$ cat config.mk
export PLATFORM = sky130hd
export DESIGN_NAME = trans_scheduler
export DESIGN_NICKNAME = d
export VERILOG_FILES = /design/src/rtl/trans_pkg.sv /design/src/rtl/rr_arbiter.sv /design/src/rtl/trans_scheduler.sv
export SDC_FILE = /design/constraint.sdc
export NUM_CORES = 1
export LEC_CHECK = 0
export ABC_AREA = 0
export CORE_AREA = 2 2 383 385
export DETAILED_ROUTE_END_ITERATION = 16
export DIE_AREA = 0 0 385 387
export REMOVE_ABC_BUFFERS = 1
export SYNTH_ARGS = -nofsm -noshare
export SYNTH_HDL_FRONTEND = slang
export SYNTH_SLANG_ARGS = --single-unit
$ cat constraint.sdc
create_clock -name clk -period 2.2 [get_ports clk]
set_clock_uncertainty 0.2 [all_clocks]
set_input_delay 0.44 -clock clk [delete_from_list [all_inputs] [get_ports clk]]
set_output_delay 0.44 -clock clk [all_outputs]
set_load 0.01 [all_outputs]
$ cat src/rtl/trans_pkg.sv
`default_nettype none
// ============================================================================
// Module   : trans_pkg
// Brief    : Shared transaction layout and scheduler state type.
// Revision : 1.0 - initial release
// ============================================================================
package trans_pkg;

    localparam int TRANS_W         = 128;
    localparam int BIT_BLOCK_START = 9;

    localparam int SENDER_MSB   = 127;
    localparam int SENDER_LSB   = 80;
    localparam int RECEIVER_MSB = 79;
    localparam int RECEIVER_LSB = 32;
    localparam int AMOUNT_MSB   = 31;
    localparam int AMOUNT_LSB   = 10;
    localparam int AMOUNT_W     = AMOUNT_MSB - AMOUNT_LSB + 1;

    typedef enum logic [0:0] {
        IDLE  = 1'b0,
        ISSUE = 1'b1
    } sched_state_t;

    function automatic logic [AMOUNT_W-1:0] trans_amount(input logic [TRANS_W-1:0] t);
        return t[AMOUNT_MSB:AMOUNT_LSB];
    endfunction

endpackage
`default_nettype wire

$ cat src/rtl/rr_arbiter.sv
`default_nettype none
// ============================================================================
// Module   : rr_arbiter
// Brief    : Combinational first-set search starting at a rotating pointer.
// Revision : 1.0 - initial release
// ============================================================================
module rr_arbiter #(
    parameter int NUM_REQ = 4
) (
    input  logic [NUM_REQ-1:0]         i_req,
    input  logic [$clog2(NUM_REQ)-1:0] i_ptr,
    output logic [$clog2(NUM_REQ)-1:0] o_grant,
    output logic                       o_any_req
);

    localparam int C_IDX_W = $clog2(NUM_REQ);

    logic [C_IDX_W:0] w_idx;

    // Walk offsets from farthest to nearest so the nearest set bit wins.
    always_comb begin
        o_grant   = '0;
        o_any_req = 1'b0;
        w_idx     = '0;
        for (int k = NUM_REQ - 1; k >= 0; k--) begin
            w_idx = {1'b0, i_ptr} + (C_IDX_W + 1)'(k);
            if (w_idx >= (C_IDX_W + 1)'(NUM_REQ)) begin
                w_idx = w_idx - (C_IDX_W + 1)'(NUM_REQ);
            end
            if (i_req[w_idx[C_IDX_W-1:0]]) begin
                o_grant   = w_idx[C_IDX_W-1:0];
                o_any_req = 1'b1;
            end
        end
    end

endmodule
`default_nettype wire

$ cat src/rtl/trans_scheduler.sv
`default_nettype none
// ============================================================================
// Module   : trans_scheduler
// Brief    : Round-robin share of one trans_validator among NUM_REQ sources.
// Revision : 1.0 - initial release
// ============================================================================
module trans_scheduler
    import trans_pkg::*;
#(
    parameter int NUM_REQ = 4,
    parameter int TIMEOUT = 16384,
    parameter int CNT_W   = 32
) (
    input  logic                         clk,
    input  logic                         rst_n,
    input  logic [NUM_REQ-1:0]           req_valid_i,
    input  logic [NUM_REQ*TRANS_W-1:0]   req_data_i,
    output logic [NUM_REQ-1:0]           req_ack_o,
    output logic [TRANS_W-1:0]           val_data_o,
    output logic                         val_valid_o,
    input  logic                         val_ack_i,
    input  logic [TRANS_W-1:0]           val_data_i,
    input  logic                         val_valid_i,
    output logic                         out_valid_o,
    output logic [TRANS_W-1:0]           out_data_o,
    output logic [$clog2(NUM_REQ)-1:0]   out_src_o,
    output logic [CNT_W-1:0]             issued_cnt_o,
    output logic [CNT_W-1:0]             approved_cnt_o,
    output logic                         err_timeout_o
);

    localparam int                 C_IDX_W    = $clog2(NUM_REQ);
    localparam int                 C_TMR_W    = (TIMEOUT > 1) ? $clog2(TIMEOUT) : 1;
    localparam logic [C_TMR_W-1:0] C_TMR_LAST = C_TMR_W'(TIMEOUT - 1);

    sched_state_t         r_state;
    logic [C_IDX_W-1:0]   r_grant;
    logic [C_IDX_W-1:0]   r_rr_ptr;
    logic [C_IDX_W-1:0]   r_last_src;
    logic [C_TMR_W-1:0]   r_timer;

    logic [C_IDX_W-1:0]   w_grant;
    logic                 w_any_req;
    logic [TRANS_W-1:0]   w_req_data [NUM_REQ];

    for (genvar g = 0; g < NUM_REQ; g++) begin : g_unpack
        assign w_req_data[g] = req_data_i[g*TRANS_W +: TRANS_W];
    end

    rr_arbiter #(
        .NUM_REQ (NUM_REQ)
    ) u_arb (
        .i_req     (req_valid_i),
        .i_ptr     (r_rr_ptr),
        .o_grant   (w_grant),
        .o_any_req (w_any_req)
    );

    // Issue FSM: the selected transaction is held on the validator port until ack.
    always_ff @(posedge clk or negedge rst_n) begin
        if (!rst_n) begin
            r_state       <= IDLE;
            r_grant       <= '0;
            r_rr_ptr      <= '0;
            r_last_src    <= '0;
            r_timer       <= '0;
            req_ack_o     <= '0;
            val_data_o    <= '0;
            val_valid_o   <= 1'b0;
            issued_cnt_o  <= '0;
            err_timeout_o <= 1'b0;
        end else begin
            req_ack_o <= '0;
            case (r_state)
                IDLE: begin
                    if (w_any_req) begin
                        r_grant     <= w_grant;
                        val_data_o  <= w_req_data[w_grant];
                        val_valid_o <= 1'b1;
                        r_timer     <= '0;
                        r_state     <= ISSUE;
                    end
                end
                ISSUE: begin
                    if (val_ack_i) begin
                        val_valid_o        <= 1'b0;
                        req_ack_o[r_grant] <= 1'b1;
                        r_last_src         <= r_grant;
                        r_rr_ptr           <= (r_grant == C_IDX_W'(NUM_REQ - 1)) ? '0
                                                                                 : r_grant + C_IDX_W'(1);
                        issued_cnt_o       <= issued_cnt_o + CNT_W'(1);
                        r_timer            <= '0;
                        r_state            <= IDLE;
                    end else if (r_timer == C_TMR_LAST) begin
                        // Saturate and keep waiting; the flag stays until reset.
                        err_timeout_o <= 1'b1;
                    end else begin
                        r_timer <= r_timer + C_TMR_W'(1);
                    end
                end
                default: r_state <= IDLE;
            endcase
        end
    end

    // A coincident ack has not yet moved r_last_src, so the approval keeps the older tag.
    always_ff @(posedge clk or negedge rst_n) begin
        if (!rst_n) begin
            out_valid_o    <= 1'b0;
            out_data_o     <= '0;
            out_src_o      <= '0;
            approved_cnt_o <= '0;
        end else begin
            out_valid_o <= val_valid_i;
            if (val_valid_i) begin
                out_data_o     <= val_data_i;
                out_src_o      <= r_last_src;
                approved_cnt_o <= approved_cnt_o + CNT_W'(1);
            end
        end
    end

endmodule
`default_nettype wire

### Word level (Yosys, flattened, before mapping)

Cells that the tools add are included.

* multipliers: 0
* eq/ne operators: 5
* reductions and logical operators: 6
* div/mod/pow operators: 0
* magnitude comparators: 11
* bitwise gates (word level): 3
* shifts and indexed selects: 0
* muxes and demuxes: 38
* add/subtract/negate cells: 11

Operators by type and width (count)
* $bmux 128 s2: 1
* $mux 128: 2
* $add 32x1->32 const B: 2
* $mux 14: 3
* $pmux 14 s2: 1
* $mux 2: 9
* $lt 2x3->1 const B: 5
* $add 14x1->14 const B: 1
* $eq 14x14->1 const B: 1
* $mux 1: 13
* $ge 3x3->1 const B: 4
* $bmux 1 s2: 4
* $mux 4: 2
* $reduce_and 2->1: 4
* $sub 2x1->2 const B: 4
* $add 2x2->3 const B: 2
* $pmux 1 s2: 2
* $add 2x1->3 const B: 1
* $ge 2x3->1 const B: 1
* $ne 3x3->1 const B: 1
* $not 2->3: 1
* $reduce_and 3->1: 1
* $add 2x1->2 const B: 1
* $demux 1 s2: 1
* other kinds (6): 7

* memory bits (writable): 0
* flip-flop bits (word level): 350
* word-level logic and storage cells: 88
* memories: 0
* input port bits: 648
* memory bits (read-only): 0
* latch bits: 0
* output and inout port bits: 329

### Depth between registers and ports, before layout

Gate-level depths: netlist of run 1.

* depth after elaboration: 13
* gate-level depth with buffers: 8
* gate-level depth less buffers: 6

### Modules after synthesis

Synthesis of run 1 repeated with hierarchy kept, for this count alone.

* cells, all modules: 1084
* area total of the unflattened synthesis: 16817.4 µm²

By module, submodules not included
* trans_scheduler: cells each 1071, area an instance 16739.8 µm², seq. area each 8758.4 µm², times used 1
* rr_arbiter: cells each 13, area an instance 77.6 µm², seq. area each 0.0 µm², times used 1

### Worst setup path after synthesis of run 1

Ideal clock, no wire load.

* path type: input port to flip-flop
* start: input port req_valid_i[1]
* end: register val_data_o[0]
* data arrival time: 1.884 ns
* slack: 0.029 ns
* cell stages on the path: 8
* path buffers: 3
* cells stage by stage: or4_1 buf_2 nor2b_4 o21ai_2 buf_12 buf_12 a221oi_2 a211oi_2

* word-level cells in the longest chain between the ends: 10
* elaborated cells on any way between the ends: 21

Ends and longest elaborated chain
* start: declaration: line trans_scheduler.sv:16 `input logic [NUM_REQ-1:0] req_valid_i,`
* $bmux 1 s2: line rr_arbiter.sv:30 `if (i_req[w_idx[C_IDX_W-1:0]]) begin`
* $mux 1 (implied by the code): line rr_arbiter.sv:30
* $mux 2 (4 in series): line rr_arbiter.sv:30
* $not 2->3 (implied by the code): line trans_scheduler.sv:78 `val_data_o <= w_req_data[w_grant];`
* $bmux 128 s2: line trans_scheduler.sv:78
* $mux 128 (implied by the code) (2 in series): line trans_scheduler.sv:78
* end signal: assignment: line trans_scheduler.sv:78
* end: declaration: line trans_scheduler.sv:19 `output logic [TRANS_W-1:0] val_data_o,`

Parallel ways exist; a longest one is shown, timed or not. The select of a mux whose other input is x is not followed.
A chain may end at the register's enable or synchronous reset.

### Final worst setup path of run 1

* start: register r_rr_ptr[1]
* end: register val_data_o[95]

* word-level cells in the longest chain between the ends: 13
* elaborated cells on any way between the ends: 36

Ends and longest elaborated chain
* start: declaration: line trans_scheduler.sv:38 `logic [C_IDX_W-1:0] r_rr_ptr;`
* start signal: assignment: line trans_scheduler.sv:89 `r_rr_ptr <= (r_grant == C_IDX_W'(NUM_REQ - 1)) ? '0`
* $add 2x2->3: line rr_arbiter.sv:26 `w_idx = {1'b0, i_ptr} + (C_IDX_W + 1)'(k);`
* $ge 3x3->1 or $sub 2x1->2 (tied branches): line rr_arbiter.sv:27, rr_arbiter.sv:28
* $mux 2: line rr_arbiter.sv:27 `if (w_idx >= (C_IDX_W + 1)'(NUM_REQ)) begin`
* $bmux 1 s2: line rr_arbiter.sv:30
* $mux 1 (implied by the code): line rr_arbiter.sv:30
* $mux 2 (4 in series): line rr_arbiter.sv:30
* $not 2->3 (implied by the code): line trans_scheduler.sv:78
* $bmux 128 s2: line trans_scheduler.sv:78
* $mux 128 (implied by the code) (2 in series): line trans_scheduler.sv:78

Parallel ways exist; a longest one is shown, timed or not. The select of a mux whose other input is x is not followed.

==> results.json, run 1 <==
{
  "dpl-instance-area_um2": 32000,
  "ys_async_sr_fraction": 1.00,
  "synthesis.area_um2": 18700,
  "dp_hpwl_um": 89600,
  "drt_wl_total_um": 114000,
  "pre_cts_ws_ns": -1.18,
  "rsz0062_at_grt": "yes",
  "tightest_slew_ns": 0.517,
  "cts_root_buf": "clkbuf_16",
  "worst-path-max-fanout": 16,
  "postSynthAreaPerCell_um2": 12.3,
  "p_per_area_nw_per_um2": 917,
  "cts.sinks": 350,
  "die_h_um": 387,
  "layout_setup_ws_ns": -0.0600,
  "ys_seq_area_frac": 0.467,
  "layout_commonest_cell": "clkdlybuf4s50_1",
  "fp-row-count": 140,
  "final_cell_mix": "clkdlybuf4s50_1 (646), dfrtp_1 (343), dlygate4sd2_1 (286), nor2_1 (155), mux2_2 (131)",
  "clock_latency_ns": 0.61,
  "violations": "setup timing",
  "ys_warn_count": 0,
  "syn_inst": 1527,
  "io_pins": 977,
  "critPathKind": "flip-flop to flip-flop",
  "drtIter0Drc": 601,
  "first_pass_iters": 5,
  "maxCapViolations": 0,
  "core_um2": 145000,
  "clockBufferDepth": 3,
  "grt_pass1_wl_um": 147000,
  "grt_use_total": 0.141,
  "crit_path_end_kind": "flip-flop",
  "synth_edf_count": 0,
  "worst-r2r-setup-slack_ns": -0.06,
  "yosys_register_bits": 350,
  "antenna_left": 0,
  "fmax_ghz": 0.442,
  "slew_violations": 0,
  "crit_required_ns": 2.48,
  "yosysTopAreaCellShare": 0.467,
  "grt_max_degree": 62,
  "via_per_inst": 3.79,
  "timing.final.hold_violations": 0,
  "seq_area_um2": 8770,
  "outcome": "finished with violations",
  "tritoncts": "built",
  "drive_gt1_frac": 0.298,
  "r2r-start": "r_rr_ptr[1]$_DFFE_PN0P_",
  "die_x_um": 385,
  "vias": 17500,
  "dieArea_um2": 149000,
  "synth_ff_type": "dfrtp_1",
  "period_needed_ns": 2.26,
  "finalSetupViolations": 28,
  "reg2reg_to": "val_data_o[95]$_DFFE_PN0P_",
  "fin_nets": 3315,
  "yosysTopAreaCell": "dfrtp_1",
  "p_total_mw": 33.0,
  "rr_worst_depth": 9,
  "hold_class": "input pin to async pin",
  "synth_cell_types": 51,
  "finalWeightedCongestion": 0.868,
  "grt_overflow": 0,
  "stdcell_area_um2": 35900,
  "grt_pass1_vias": 18300,
  "vdd_drop_max_mv": 0.467,
  "multi_input_area_um2": 10800,
  "clk_pin_slew_worst_paths_ns": 0.06,
  "synth.area.top_cells": "dfrtp_1 (47%), a221oi_2 (8.7%), a211oi_2 (8.0%), mux2_2 (7.9%), mux2i_1 (6.9%)",
  "leakagePower_nw": 14.3,
  "cp_data_arrival_time_ns": 2.54,
  "cts_inserted_buffers": 47,
  "antenna_found_initial": 22,
  "detail_route.wl_per_cell_um": 24.6,
  "start_util": 0.129,
  "startpoint_type": "flip-flop",
  "period_share": 1.03,
  "nFillCells": 15400,
  "drc": 0,
  "portBuffers": 976,
  "htreeDepth": 2,
  "maxSlewHeadroom": 0.655,
  "area_delta_synth_final_pct": 91.7
}
==> worst max path at each step <==
stage,to,start
2_1_floorplan,val_data_o[31]$_DFFE_PN0P_,req_valid_i[2]
3_3_place_gp,val_data_o[96]$_DFFE_PN0P_,req_valid_i[0]
3_5_place_dp,val_data_o[96]$_DFFE_PN0P_,req_valid_i[0]
4_1_cts,val_data_o[86]$_DFFE_PN0P_,r_rr_ptr[1]$_DFFE_PN0P_
5_1_grt,val_data_o[96]$_DFFE_PN0P_,r_rr_ptr[1]$_DFFE_PN0P_
6_report,val_data_o[95]$_DFFE_PN0P_,r_rr_ptr[1]$_DFFE_PN0P_
==> flip-flops by register name, summed over array words and instances, names as in the netlist, 2 cells and up <==
name	cells
out_data_o	128
val_data_o	128
approved_cnt_o	32
issued_cnt_o	32
r_timer	14
req_ack_o	4
out_src_o	2
r_grant	2
r_last_src	2
r_rr_ptr	2
==> layer usage <==
metal / track usage / share of wire / wire, µm / up-vias
li1: - / - / - / 7933
met1: 0.169 / 0.40 / 45700 / 8741
met2: 0.242 / 0.48 / 55100 / 698
met3: 0.0469 / 0.087 / 9960 / 147
met4: 0.0330 / 0.027 / 3050 / 12
met5: 0 / 0.00070 / 80 / -
==> per-stage QoR <==
stage               hold slack [ns]  instances  setup TNS [ns]  utilization
detailed placement            0.206       4478         -110.65        0.221
global placement              0.211       4478         -105.24        0.221
global route                  0.129       4617          -10.00        0.248
floorplan                   -0.0556       1409        -1404.40            -
finish                        0.133       4620          -0.416        0.248
CTS                           0.101       4576          -0.971        0.234
==> power breakdown <==
group / switching [mW] / total (mW) / internal [mW] / leakage (nW)
registers: 1.12 / 9.10 / 7.97 / 4.15
clock network: 3.33 / 7.96 / 4.62 / 0.762
logic: 8.52 / 15.9 / 7.38 / 9.40
==> cell usage after synthesis (6+ instances only) <==
cell type and number:
a211oi_2 120, buf_2 52, mux2i_1 129, mux2_2 131, nor2_1 155, nand2_1 42
buf_12 11, nor4_1 9, inv_1 10, o21ai_0 6, dfrtp_1 350, nand3_1 24
nor3_1 7, and3_1 16, xor2_1 12, and2_1 134, clkbuf_1 51, xnor2_1 61
a211oi_1 9, nand4_1 15, a221oi_1 18, and4_1 9, a221oi_2 109, ha_1 7
==> layout make-up <==
| cell class | instances | share of cell area |
|---|---|---|
| flip-flops and latches | 350 | 0.244 |
| multi-input cells | 1049 | 0.300 |
| clock buffers | 65 | 0.0372 |
| inverters | 10 | 0.00104 |
| repair buffers | 1202 | 0.344 |
| well taps | 1917 | 0.0668 |
| diodes | 7 | 0.000488 |
| clock inverters | 20 | 0.00658 |
==> repair_timing <==
item | 4_1_cts | 5_1_grt
resized for setup | 430 | 227
hold endpoints to repair | 286 | 0
pin swaps | 9 | 86
cloned | 6 | 16
endpoints found under the setup margin | 428 | 141
hold buffers | 2 | 0
setup buffers | 7 | 21
==> worst max-delay path, cell delays in order (launching register included) <==
cell      delay [ns]
dfrtp_1         0.41
mux2i_1         0.13
or2_4           0.29
nand3_4         0.09
buf_12          0.15
buf_12          0.16
buf_12          0.20
mux2i_4         0.27
buf_4           0.14
a211oi_2        0.05
==> logic make-up after synthesis <==
group | count (synthesis) | share of synthesized area
AO/OA/AOI/OAI | 274 | 0.186
XOR/XNOR | 73 | 0.0341
adder cells (fa/ha/maj) | 7 | 0.00467
buffers and inverters | 128 | 0.0399
flip-flops | 350 | 0.467
multiplexers | 260 | 0.148
AND/OR/NAND/NOR | 435 | 0.121
No activity file was read; power rests on OpenSTA's default activity.
==> run 2, diff against run 1 <==
--- a/config.mk
+++ b/config.mk
@@ -6,9 +6,9 @@
 export NUM_CORES = 1
 export LEC_CHECK = 0
 export ABC_AREA = 0
-export CORE_AREA = 2 2 383 385
+export CORE_AREA = 10 10 369 371
 export DETAILED_ROUTE_END_ITERATION = 16
-export DIE_AREA = 0 0 385 387
+export DIE_AREA = 0 0 379 381
 export REMOVE_ABC_BUFFERS = 1
 export SYNTH_ARGS = -nofsm -noshare
 export SYNTH_HDL_FRONTEND = slang
==> run 2 against run 1 <==
The run still ends with setup timing left. Critical endpoint is now val_data_o[25]$_DFFE_PN0P_. Count of clock-buffer cells in the layout decreased by 7. Register-to-register slack got worse by 0.03 ns. Flip-flop and latch count unchanged. Highest routed layer unchanged. Largest cell class unchanged. Worst setup slack got worse by 0.026 ns. Die area decreased by 3.1%.
==> results.json, run 2 (synthesis results as in run 1) <==
{
  "finalWeightedCongestion": 0.863,
  "crit_required_ns": 2.49,
  "p_total_mw": 29.8,
  "p_per_area_nw_per_um2": 894,
  "antenna_found_initial": 13,
  "drc": 0,
  "violations": "setup timing",
  "vdd_drop_max_mv": 0.445,
  "grt_use_total": 0.141,
  "period_share": 1.04,
  "stdcell_area_um2": 33300,
  "clk_pin_slew_worst_paths_ns": 0.06,
  "final_cell_mix": "clkdlybuf4s50_1 (655), dfrtp_1 (343), dlygate4sd2_1 (290), buf_4 (156), nor2_1 (155)",
  "worst-path-max-fanout": 16,
  "slew_violations": 0,
  "dpl-instance-area_um2": 31700,
  "maxCapViolations": 0,
  "clockBufferDepth": 3,
  "stdcell_count": 4337,
  "io_pins": 977,
  "core_um2": 129000,
  "nFillCells": 13600,
  "detail_route.wl_per_cell_um": 24.8,
  "tritoncts": "built",
  "outcome": "finished with violations",
  "fmax_ghz": 0.437,
  "dp_hpwl_um": 90300,
  "timing.final.hold_violations": 0,
  "via_per_inst": 3.93,
  "cts.sinks": 350,
  "finalSetupViolations": 44,
  "period_needed_ns": 2.29,
  "drtIter0Drc": 825,
  "hold_ws_ns": 0.0969,
  "drive_gt1_frac": 0.267,
  "layout_setup_ws_ns": -0.0858,
  "portBuffers": 976,
  "maxSlewHeadroom": 0.456,
  "setup_tns_ns": -1.41,
  "antenna_left": 0,
  "grt_pass1_vias": 18400,
  "vias": 17100,
  "die_h_um": 381,
  "first_pass_iters": 4,
  "dp.cells": 4246,
  "critPathKind": "flip-flop to flip-flop",
  "start_util": 0.146,
  "cp_data_arrival_time_ns": 2.58,
  "htreeDepth": 2,
  "die_x_um": 379,
  "clock_latency_ns": 0.60,
  "fin_nets": 3281,
  "startpoint_type": "flip-flop",
  "fp-row-count": 132,
  "area_delta_synth_final_pct": 77.7,
  "leakagePower_nw": 13.7,
  "cts_inserted_buffers": 45,
  "fin_util": 0.259,
  "tightest_slew_ns": 0.815,
  "drt_wl_total_um": 107000,
  "pre_cts_ws_ns": -0.679,
  "cts_root_buf": "clkbuf_16",
  "hold_class": "input pin to flip-flop",
  "largestRegisters": "out_data_o: 128 flops, val_data_o: 128 flops",
  "grt_overflow": 0,
  "grt_pass1_wl_um": 147000,
  "grt_max_degree": 74,
  "layout_commonest_cell": "clkdlybuf4s50_1",
  "crit_path_end_kind": "flip-flop",
  "rsz0062_at_grt": "yes",
  "dieArea_um2": 144000,
  "worst-r2r-setup-slack_ns": -0.09
}
-- run 2: worst max-delay path, stage by stage, from the launching register on --
cell and delay [ns]:
dfrtp_2 0.42, mux2i_1 0.18, or2_1 0.19, nand3_4 0.09, buf_12 0.17, buf_12 0.21, buf_12 0.15, buf_12 0.13
a221oi_2 0.27, a211oi_2 0.07
-- run 2: worst paths after layout --
| kind | endpoint | cells past startpoint | from |
|---|---|---|---|
| max | val_data_o[25]$_DFFE_PN0P_ | 9 | r_rr_ptr[1]$_DFFE_PN0P_ |
| min | out_valid_o$_DFF_PN0_ | 2 | val_valid_i |
| max reg2reg | val_data_o[25]$_DFFE_PN0P_ | 9 | r_rr_ptr[1]$_DFFE_PN0P_ |
| min reg2reg | approved_cnt_o[31]$_DFFE_PN0P_ | 1 | approved_cnt_o[31]$_DFFE_PN0P_ |
| max in group asynchronous | out_data_o[80]$_DFFE_PN0P_ | 3 | rst_n |
| min in group asynchronous | out_data_o[10]$_DFFE_PN0P_ | 2 | rst_n |
-- run 2: area by class of cell --
cell class,count,area (µm²),area share
Tap cell,1675,2100,0.0629
Timing Repair Buffer,1170,11400,0.341
Clock inverter,22,267,0.00800
Sequential cell,350,8770,0.263
Multi-Input combinational cell,1049,9560,0.287
Inverter,10,37.5,0.00113
Antenna cell,3,7.51,0.000225
Clock buffer,58,1200,0.0362
-- run 2: timing repair --
action                                  in CTS  in global routing
resized for setup                          340                 59
hold endpoints to repair                    83                  0
pin swaps                                    1                  1
gates cloned                                 0                  0
endpoints found under the setup margin     400                124
setup buffers                                1                  6
hold buffers                                 1                  0
-- run 2: power by group --
group	switching, mW	total [mW]	internal (mW)
clock	3.18	7.56	4.38
combinational	7.15	13.2	6.02
sequential	1.08	9.06	7.98
total	11.4	29.8	18.4
-- run 2: metal layers --
| metal | vias up | share of wire | GRT usage |
|---|---|---|---|
| met5 | - | 0.00021 | 0 |
| met3 | 94 | 0.080 | 0.0451 |
| met2 | 610 | 0.49 | 0.241 |
| met1 | 8492 | 0.42 | 0.173 |
| met4 | 4 | 0.018 | 0.0284 |
| li1 | 7859 | - | - |
==> edit 1: new RTL, config.mk and constraints of run 2 <==
Set the parameter `TIMEOUT` to 65536 (it was 16384).
--- a/src/rtl/trans_scheduler.sv
+++ b/src/rtl/trans_scheduler.sv
@@ -8,7 +8,7 @@
     import trans_pkg::*;
 #(
     parameter int NUM_REQ = 4,
-    parameter int TIMEOUT = 16384,
+    parameter int TIMEOUT = 65536,
     parameter int CNT_W   = 32
 ) (
     input  logic                         clk,
Check against the original RTL: same outputs for any inputs over 4 cycles, from zero or initial values and one cycle with rst_n low; that may be too few to reach the edited logic, so the function may still have changed.
==> edit 1 against run 2 <==
- the run still ends with setup timing left
- area after synthesis decreased by 6.1%
- largest cell class unchanged
- first-iteration DRC count grew 82%
- cell area is 10% higher
- routed wire length grew 39%
- sequential cell count rose by 2
- worst setup slack got worse by 130 ps
- total power increased by 14%
- critical path type unchanged
==> edit 1: results (changes against run 2) <==
| Stage | Parameter | Value | Delta |
|:---|:---|:---|:---|
| run status | Result of the run | finished with violations | unchanged |
| run status | Violated checks | setup timing | unchanged |
| synth | Warnings, synthesis | 0 | unchanged |
| pwr | Standby leakage power | 15.06 nW | was 13.69 nW |
| grt | Overall fraction of global-route tracks in use | 0.1941 | was 0.1414 |
| grt | First-pass GRT wire length | 191.2 mm | was 147.0 mm |
| grt | Number of antenna violations at the first check in global routing | 116 | was 13 |
| timing | Number of endpoints with negative hold slack in the final report | 0 | unchanged |
| routing | First drt pass iteration count | 5 | was 4 |
| timing | Final setup violation count | 122 | was 44 |
| pwr | Largest voltage drop on the vdd net | 0.6061 mV | was 0.4452 mV |
| final layout | NumNets Final | 3431 | was 3281 |
| worst hold path | Hold WC Path Type | in -> async | was in -> reg |
| final layout | Final instance count without filler cells | 4509 | was 4337 |
| placed design | Area after detailed placement | 30710 um^2 | was 31690 um^2 |
| timing | Slew of the pin with the lowest slew margin | 529.1 ps | was 815.3 ps |
| grt | Largest net degree at the start of global routing | 86 | was 74 |
| placed design | Hpwl dp | 116.5 mm | was 90.34 mm |
| setup path | Register-to-Register Path Depth | 11 | was 9 |
| final layout | Share of post-route cells with drive strength above 1 | 0.3082 | was 0.2674 |
| routing | Mean number of vias per cell | 4.347 | was 3.933 |
| synth | Predominant post-synthesis flop cell | sky130_fd_sc_hd__dfrtp_1 | unchanged |
| synth | Count of different cell masters after synthesis | 53 | was 51 |
| synth | Cells taking the most area after synthesis | sky130_fd_sc_hd__dfrtp_1, sky130_fd_sc_hd__mux2_2, sky130_fd_sc_hd__mux2i_1 | was sky130_fd_sc_hd__dfrtp_1, sky130_fd_sc_hd__a221oi_2, sky130_fd_sc_hd__a211oi_2 |
| clock tree | H-tree level count | 2 | unchanged |
| routing | Routed WL | 149.6 mm | was 107.4 mm |
| setup path | CP max FO | 7 | was 16 |
| placed design | Placed insts | 4287 | was 4246 |
| placed design | GPL Wtd Cong | 0.9489 | was 0.8631 |
| clock tree | TritonCTS buffer count | 50 | was 45 |
| routing | Number of design-rule violations left by the first detailed-router iteration | 1498 | was 825 |
| setup path | Signal arrival time at the worst endpoint | 2710 ps | was 2580 ps |
| synth | Mapped Cells | 1548 | was 1527 |
| clock tree | Clock Latency Late Sink | 630 ps | was 600 ps |
| placed design | Post-Place Worst Slack | -1038 ps | was -678.7 ps |
| grt | Vias in the first global route | 19992 | was 18439 |
| synth | Commonest cells in the synthesized netlist | sky130_fd_sc_hd__dfrtp_1, sky130_fd_sc_hd__nor2_1, sky130_fd_sc_hd__and2_1 | unchanged |
| final layout | Filler cell count in the final layout | 13439 | was 13609 |
| timing | Post-route worst setup slack | -214.2 ps | was -85.77 ps |
| synth | Sequential element share of the synthesized area | 0.5006 | was 0.4673 |
-- edit 1: power by group --
group / internal [mW] / total [mW] / switching [mW]
Sequential: 8.01 / 9.27 / 1.26
Combinational: 8.04 / 16.3 / 8.23
Clock: 4.93 / 8.33 / 3.40
Total: 21.0 / 33.9 / 12.9
-- edit 1: layout make-up --
| type | count | area (um^2) | share of cell area |
|---|---|---|---|
| Antenna cell | 27 | 67.56 | 0.001843 |
| Clock buffer | 69 | 1413 | 0.03853 |
| Clock inverter | 14 | 216.5 | 0.005904 |
| Inverter | 13 | 48.80 | 0.001331 |
| Multi-Input combinational cell | 1068 | 10300 | 0.2810 |
| Sequential cell | 352 | 8826 | 0.2408 |
| Tap cell | 1675 | 2096 | 0.05717 |
| Timing Repair Buffer | 1291 | 13690 | 0.3735 |
-- edit 1: repair_timing --
action	4_1_cts	5_1_grt
pin swaps	128	140
setup endpoints to repair	454	145
setup buffers	71	33
gates cloned	31	11
gates resized for setup	735	207
hold buffers	1	0
hold endpoints to repair	241	0
-- edit 1: metal layers --
| metal | GRT usage | routed length, um | part of all wire | vias to the layer above |
|---|---|---|---|---|
| met5 | 0 | 501 | 0.0033 | - |
| met4 | 0.06356 | 5906 | 0.039 | 78 |
| met2 | 0.3278 | 71550 | 0.48 | 1047 |
| met1 | 0.2203 | 57060 | 0.38 | 9863 |
| li1 | - | - | - | 8271 |
| met3 | 0.07922 | 14620 | 0.098 | 343 |
-- edit 1: kinds of logic after synthesis --
family | count (synthesis) | share of synthesized area
simple gates | 446 | 0.1320
flops | 352 | 0.5006
compound gates | 289 | 0.1316
mux | 260 | 0.1572
buf+inv | 129 | 0.04131
xor+xnor | 65 | 0.03235
fa+ha+maj | 7 | 0.004977
-- edit 1: worst paths after layout --
check                                    end             start  slack, ps
hold reg to reg             issued_cnt_o[31]  issued_cnt_o[31]        270
max in group asynchronous    val_data_o[108]             rst_n        830
hold / removal                out_data_o[78]             rst_n         80
setup / recovery              val_data_o[70]       r_rr_ptr[1]       -210
setup reg to reg              val_data_o[70]       r_rr_ptr[1]       -210
min in group clk           approved_cnt_o[5]       val_valid_i        200
-- edit 1: stage by stage --
stage / setup TNS, ps / util / power (mW)
after floorplan: -1261100 / - / 13.01
after global placement: -114470 / 0.2384 / 21.91
after detailed placement: -114130 / 0.2384 / 21.99
after CTS: -12120 / 0.2742 / 33.19
after global routing: -20350 / 0.2844 / 35.20
final: -12060 / 0.2846 / 33.87
==> edit 2: new RTL, settings of run 2 <==
Made on the original files. Put one more register stage on the output `approved_cnt_o`, without a reset. The value now appears one clock later. The other outputs are not delayed to match.
--- a/src/rtl/trans_scheduler.sv
+++ b/src/rtl/trans_scheduler.sv
@@ -32,6 +32,8 @@
     localparam int                 C_IDX_W    = $clog2(NUM_REQ);
     localparam int                 C_TMR_W    = (TIMEOUT > 1) ? $clog2(TIMEOUT) : 1;
     localparam logic [C_TMR_W-1:0] C_TMR_LAST = C_TMR_W'(TIMEOUT - 1);
+
+    logic [CNT_W-1:0] approved_cnt_s0;
 
     sched_state_t         r_state;
     logic [C_IDX_W-1:0]   r_grant;
@@ -109,15 +111,19 @@
             out_valid_o    <= 1'b0;
             out_data_o     <= '0;
             out_src_o      <= '0;
-            approved_cnt_o <= '0;
+            approved_cnt_s0 <= '0;
         end else begin
             out_valid_o <= val_valid_i;
             if (val_valid_i) begin
                 out_data_o     <= val_data_i;
                 out_src_o      <= r_last_src;
-                approved_cnt_o <= approved_cnt_o + CNT_W'(1);
+                approved_cnt_s0 <= approved_cnt_s0 + CNT_W'(1);
             end
         end
+    end
+
+    always_ff @(posedge clk) begin
+        approved_cnt_o <= approved_cnt_s0;
     end
 
 endmodule
Check against the original RTL: not equivalent (a bounded check fails within 4 cycles, from zero or initial values and one cycle with rst_n low).
==> edit 2 against run 2 <==
- the run still ends with setup timing left
- hold slack better by 91 ps
- routed wire length increased by 1.5%
- first-iteration DRC count increased by 15%
- non-clock buffer count rose by 43
- sequential cell count grew 32
- area after synthesis grew 3.3%
- worst setup slack worse by 48 ps
- final cell count increased by 2.0%
- die area stayed put
- total power up 12%
- cell area grew 8.8%
- maximum frequency shrank 2.1%
- critical path type unchanged
- critical endpoint is now val_data_o[98]
- largest cell class unchanged
==> edit 2: results (changes against run 2) <==
| Stage | Parameter | Value | Delta |
|:---|:---|:---|:---|
| grt | Overall fraction of global-route tracks in use | 0.1373 | was 0.1414 |
| worst hold path | Hold WC Path Type | reg -> reg | was in -> reg |
| pwr | Total power per unit cell area | 922.1 nW/um^2 | was 894.5 nW/um^2 |
| synth | Adder and majority cell fraction of the synthesized area | 0.004524 | was 0.004673 |
| pwr | Seq group | 9.66 mW | was 9.06 mW |
| timing | Final setup violation count | 79 | was 44 |
| synth | Fraction of the mapped netlist area in compound gates | 0.1785 | was 0.1857 |
| run status | Violated checks | setup timing | unchanged |
| timing | Hold WS | 187.7 ps | was 96.93 ps |
| clock tree | Clock Latency Late Sink | 640 ps | was 600 ps |
| routing | Wire length on met3 | 9.564 mm | was 8.588 mm |
| grt | Met1 routing resource usage after global routing | 0.1644 | was 0.1726 |
| final layout | NumNets Final | 3362 | was 3281 |
| run status | Result of the run | finished with violations | unchanged |
| routing | Met2 layer wire length in the routed design | 52.97 mm | was 52.20 mm |
| synth | Count of different cell masters after synthesis | 53 | was 51 |
| grt | Vias in the first global route | 18554 | was 18439 |
| worst hold path | Cell depth of the worst hold path | 0 | was 2 |
| grt | Largest net degree at the start of global routing | 73 | was 74 |
| setup path | Largest stage delay on the critical path | 450 ps | was 420 ps |
| pwr | Largest voltage drop on the vdd net | 0.5164 mV | was 0.4452 mV |
| timing | Total negative slack | -4011 ps | was -1411 ps |
| timing | Post-route worst setup slack | -133.6 ps | was -85.77 ps |
| placed design | Hpwl dp | 85.01 mm | was 90.34 mm |
| grt | First-pass GRT wire length | 144.4 mm | was 147.0 mm |
| placed design | Placed insts | 4274 | was 4246 |
| placed design | Post-Place Worst Slack | -765.4 ps | was -678.7 ps |
| routing | Met1 Wirelength | 43.69 mm | was 44.70 mm |
| synth | Cells taking the most area after synthesis | sky130_fd_sc_hd__dfrtp_1, sky130_fd_sc_hd__mux2_2, sky130_fd_sc_hd__a211oi_2 | was sky130_fd_sc_hd__dfrtp_1, sky130_fd_sc_hd__a221oi_2, sky130_fd_sc_hd__a211oi_2 |
| pwr | Power in combinational cells | 15.1 mW | was 13.2 mW |
| final layout | Filler cell count in the final layout | 13331 | was 13609 |
| setup path | Signal arrival time at the worst endpoint | 2660 ps | was 2580 ps |
| pwr | Standby leakage power | 14.65 nW | was 13.69 nW |
| grt | Met2 GRT Util | 0.2299 | was 0.2414 |
| synth | Commonest cells in the synthesized netlist | sky130_fd_sc_hd__dfrtp_1, sky130_fd_sc_hd__nor2_1, sky130_fd_sc_hd__mux2_2 | was sky130_fd_sc_hd__dfrtp_1, sky130_fd_sc_hd__nor2_1, sky130_fd_sc_hd__and2_1 |
| worst hold path | Hold_sp | approved_cnt_s0[31] | was val_valid_i |
| setup path | Capture instance of the worst register-to-register path | val_data_o[98] | was val_data_o[25] |
| grt | Number of antenna violations at the first check in global routing | 10 | was 13 |
[edit 2: cell types whose count changed after synthesis, moves of 7 or more]
cell	delta
sky130_fd_sc_hd__nor2_1	+11
sky130_fd_sc_hd__dfxtp_1	+32
sky130_fd_sc_hd__a221oi_1	+10
sky130_fd_sc_hd__a221oi_2	-10
sky130_fd_sc_hd__xor2_1	+11
sky130_fd_sc_hd__nand2_1	-7
sky130_fd_sc_hd__buf_4	+7
sky130_fd_sc_hd__xnor2_1	-10
[edit 2: final cells by class]
class,instances,area [um^2],area share
clock inverters,25,349.1,0.009636
well taps,1675,2096,0.05785
clock buffers,64,1361,0.03758
flip-flops and latches,382,9408,0.2597
inverters,15,56.30,0.001554
multi-input cells,1047,10620,0.2931
diodes,4,10.01,0.0002763
repair buffers,1213,12330,0.3404
[edit 2: repair_timing]
action,CTS,global route
hold buffers,2,0
hold endpoints to repair,350,0
cloned,5,16
setup endpoints to repair,393,148
gates resized for setup,379,215
buffers inserted,14,25
pin swaps,33,115
